## config.mk

```make
export PLATFORM = sky130hd
export DESIGN_NAME = rr_output_sched
export DESIGN_NICKNAME = d
export VERILOG_FILES = /design/src/rtl/rr_output_sched.sv
export SDC_FILE = /design/constraint.sdc
export NUM_CORES = 1
export LEC_CHECK = 0
export BUFFER_PORTS_ARGS = -buffer_cell sky130_fd_sc_hd__buf_2
export CAP_MARGIN = 20
export CORE_ASPECT_RATIO = 1.5
export CORE_MARGIN = 2
export CORE_UTILIZATION = 46
export DETAILED_ROUTE_END_ITERATION = 8
export PLACE_DENSITY = 0.86
export SYNTH_ARGS = -nofsm -noshare
export SYNTH_HDL_FRONTEND = slang
export SYNTH_SLANG_ARGS = --single-unit
```

## constraint.sdc

```tcl
create_clock -name clk -period 6.45 [get_ports clk]
set_clock_uncertainty 0.15 [all_clocks]
set_input_delay 0.3225 -clock clk [delete_from_list [all_inputs] [get_ports clk]]
set_output_delay 0.3225 -clock clk [all_outputs]
set_load 0.02 [all_outputs]
```

## src/rtl/rr_output_sched.sv

```systemverilog
// Credit-based round-robin scheduler for one router output port: pops one of
// four input-buffer heads per cycle and registers it onto the output link.
module rr_output_sched #(
  parameter int unsigned CREDITS  = 4,
  parameter type         packet_t = logic [31:0],
  localparam int unsigned CW      = $clog2(CREDITS + 1)
) (
  input  logic          clk,
  input  logic          rst_n,
  input  logic          en,
  input  logic [3:0]    buf_empty,
  input  packet_t       buf_data [4],
  output logic [3:0]    buf_rd_en,
  input  logic          credit_ret,
  output packet_t       out_pkt,
  output logic          out_valid,
  output logic [CW-1:0] credit_cnt,
  output logic [1:0]    last_grant,
  output logic          cred_err
);

  localparam logic [CW-1:0] CRED_MAX = CW'(CREDITS);

  logic       found;
  logic [1:0] winner;
  logic [1:0] idx;
  logic       go;

  // Search starts one past the previous winner; k=4 wraps back to last_grant itself.
  always_comb begin
    found  = 1'b0;
    winner = last_grant;
    idx    = last_grant;
    for (int unsigned k = 1; k <= 4; k++) begin
      idx = last_grant + k[1:0];
      if (!found && !buf_empty[idx]) begin
        found  = 1'b1;
        winner = idx;
      end
    end
  end

  // rst_n gating keeps the pop strobes quiet while the block is held in reset.
  assign go = rst_n && en && (credit_cnt != '0) && found;

  always_comb begin
    buf_rd_en = '0;
    if (go) buf_rd_en[winner] = 1'b1;
  end

  always_ff @(posedge clk or negedge rst_n) begin
    if (!rst_n) begin
      out_pkt    <= '0;
      out_valid  <= 1'b0;
      last_grant <= 2'd3;
    end else if (go) begin
      out_pkt    <= buf_data[winner];
      out_valid  <= 1'b1;
      last_grant <= winner;
    end else begin
      out_valid  <= 1'b0;
    end
  end

  always_ff @(posedge clk or negedge rst_n) begin
    if (!rst_n) begin
      credit_cnt <= CRED_MAX;
      cred_err   <= 1'b0;
    end else if (go && !credit_ret) begin
      credit_cnt <= credit_cnt - CW'(1);
    end else if (!go && credit_ret) begin
      if (credit_cnt == CRED_MAX) cred_err <= 1'b1;
      else                        credit_cnt <= credit_cnt + CW'(1);
    end
  end

endmodule

```

==> impl_metrics.toml <==
[sta]
tns_ns = 0
hold_ws_ns = 0.230
fmax_mhz = 268
rsz0062_at_grt = "no"
period_minus_slack_ns = 3.73
slew_viol_final = 0
maxSlewHeadroom_pct = 35.6
fin_crit_sh_pct = 57.9
hold_violations = 0
tightest_slew_ns = 0.966
setup_viol = 0
post-route-worst-setup-slack_ns = 2.72

[synth]
synthCells = 268
synth_common_cells = "nor2_1 (38), a211oi_2 (37), dfrtp_1 (36)"
yosysTopAreaCellShare_pct = 32.3
ys_types = 40
synth-async-reset-ratio_pct = 100
ys_ff_latch = 39
yosysMostFrequentCell = "nor2_1"
synth_area_mm2 = 0.00279
syn_avg_cell_area_um2 = 10.4
synthTopCellsByArea = "dfrtp_1 (32%), a211oi_2 (17%), mux2i_1 (11%)"
yosys_warnings = 0
ys.flop_type = "dfrtp_1"
synth_nets = 407
synth_top_cell_by_area = "dfrtp_1"
yosysSeqAreaShare_pct = 35.1
synth_edf_count = 0

[drt]
vias = 2826
drtIter0Drc = 102
drt-pass1-iter-count = 4
drc = 0
viasPerCell = 5.55
wl_per_cell_um = 15.8
antenna_left = 0
totalWireLength_mm = 8.06

[global_routing]
antenna_found_initial = 0
grt_pass1_wl_mm = 12.6
grt_use_total_pct = 24.2
grt_start_max_net_pins = 69
overflow = 0
grt_pass1_vias = 2822

[cts]
ctsHtreeMaxLevel = 2
post_cts_buffers = 0
cts_buffer_depth = 2
clock_sinks = 39
clockRootBuffer = "clkbuf_8"
path_clk_slew_ns = 0.07
cts_made_buffers = 5
cts_tree = "built"
clock_latency_ns = 0.28

[hold_path]
hp-class = "in2reg"

[worst_setup_path]
critPathKind = "in2out"
cp-end-kind = "output pin"
cp.arrival_ns = 3.26
path_max_fanout = 40
worst_setup_path_start_kind = "primary input"
cp.required_ns = 5.98

[floorplan]
start_util_pct = 47.9
fp-row-count = 34
die_h_um = 99.4
io_pins = 179
core_region_area_mm2 = 0.00583
die_area_mm2 = 0.00672
die_w_um = 67.6

[layout]
layout.cells.non_filler = 509
fill_cells = 480
fin_nets = 577
diodes = 0
drive_gt1_share_pct = 54.9
synthToLayoutAreaGrowth_pct = 35.2

[placed_design]
hpwlAfterDp_mm = 6.10
pre_cts_ws_ns = 3.07
finalWeightedCongestion = 0.831
dp.cells = 501
port_buffers = 178

[pwr]
p_leak_nw = 1.85
power.total_w = 0.00160
power-per-cell-area_mw_per_mm2 = 424
ir_worst_vdd_mv = 0.222

[status]
outcome = "finished, final reports clean"

[job]
maxCapViolations = 0
==> where the power goes <==
group	switching [W]	internal, W	leakage, nW
Sequential	0.0000850	0.000371	0.431
Combinational	0.000603	0.000388	1.38
Clock	0.0000797	0.0000722	0.0371
==> flip-flops by register name, indices dropped and copies added, names as in the netlist <==
signal	flops
out_valid	1
cred_err	1
last_grant	2
out_pkt	32
credit_cnt	3
==> cell families (layout without fill, tap and decap cells) <==
kind of cell / Yosys count / count (layout) / synth area share (%)
xor gates and xnor gates: 1 / 1 / 0.314
adders and majority gates: 3 / 3 / 1.61
buffers and inverters: 28 / 197 / 5.78
AOI/OAI and AO/OA: 81 / 81 / 29.7
DFF: 39 / 39 / 35.1
and+or+nand+nor: 83 / 83 / 15.6
muxes: 33 / 33 / 11.9
==> worst max-delay path, stage by stage <==
cell,delay (ns)
dlygate4sd3_1,0.51
buf_2,0.10
buf_4,0.44
o2111ai_4,0.25
inv_2,0.56
o31ai_4,0.39
buf_4,0.32
a21oi_1,0.15
buf_2,0.18
==> routing by layer <==
layer,wire length [um],GRT usage [%],share of wire [%],vias up
met3,561,5.88,7.0,20
met2,4270,43.5,53,129
met1,3010,26.0,37,1328
met5,0,0,0,-
met4,217,10.0,2.7,0
li1,-,-,-,1349
==> path summary, 6_finish.rpt <==
| path | start | cells past startpoint | endpoint | slack [ns] |
|---|---|---|---|---|
| max in group asynchronous | rst_n | 3 | credit_cnt[2]$_DFFE_PN1P_ | 5.27 |
| setup reg to reg | credit_cnt[2]$_DFFE_PN1P_ | 9 | credit_cnt[2]$_DFFE_PN1P_ | 3.43 |
| hold / removal | buf_data[117] | 3 | out_pkt[21]$_DFFE_PN0P_ | 0.23 |
| hold reg to reg | cred_err$_DFFE_PN0P_ | 1 | cred_err$_DFFE_PN0P_ | 0.33 |
| min in group asynchronous | rst_n | 3 | out_pkt[6]$_DFFE_PN0P_ | 0.49 |
| setup / recovery | rst_n | 9 | buf_rd_en[3] | 2.72 |
==> cells in the final DEF (no fill, tap or decap), drive strengths merged, types with 2 or more instances in the layout <==
cell / Yosys / routed
a211oi: 64 / 64
a21oi: 5 / 5
and3: 33 / 33
buf: 13 / 184
clkbuf: 9 / 6
dfrtp: 36 / 36
dfstp: 3 / 3
ha: 2 / 2
inv: 6 / 6
mux2i: 32 / 32
nand2: 2 / 2
nand2b: 2 / 2
nor2: 38 / 38
nor2b: 2 / 2
o21ai: 2 / 2
o31ai: 2 / 2
or2: 2 / 2
==> metrics by stage <==
stage | area (um2) | util [%]
floorplan | 2790 | -
global placement | 3680 | 63.1
detailed placement | 3680 | 63.1
CTS | 3760 | 64.5
global route | 3770 | 64.7
finish | 3770 | 64.7
==> area by class of cell <==
type,instances,area [um2],area share (%)
inverters,6,22.5,0.597
multi-input cells,201,1660,43.9
flip-flops and latches,39,980,26.0
repair buffers,185,953,25.3
well taps,72,90.1,2.39
clock buffers,6,72.6,1.92
==> timing repair <==
action	CTS	global route
hold endpoints to repair	36	0
setup endpoints to repair	0	0
hold buffers	1	0
resized for setup	0	0
No activity file was read; power rests on OpenSTA's default activity.
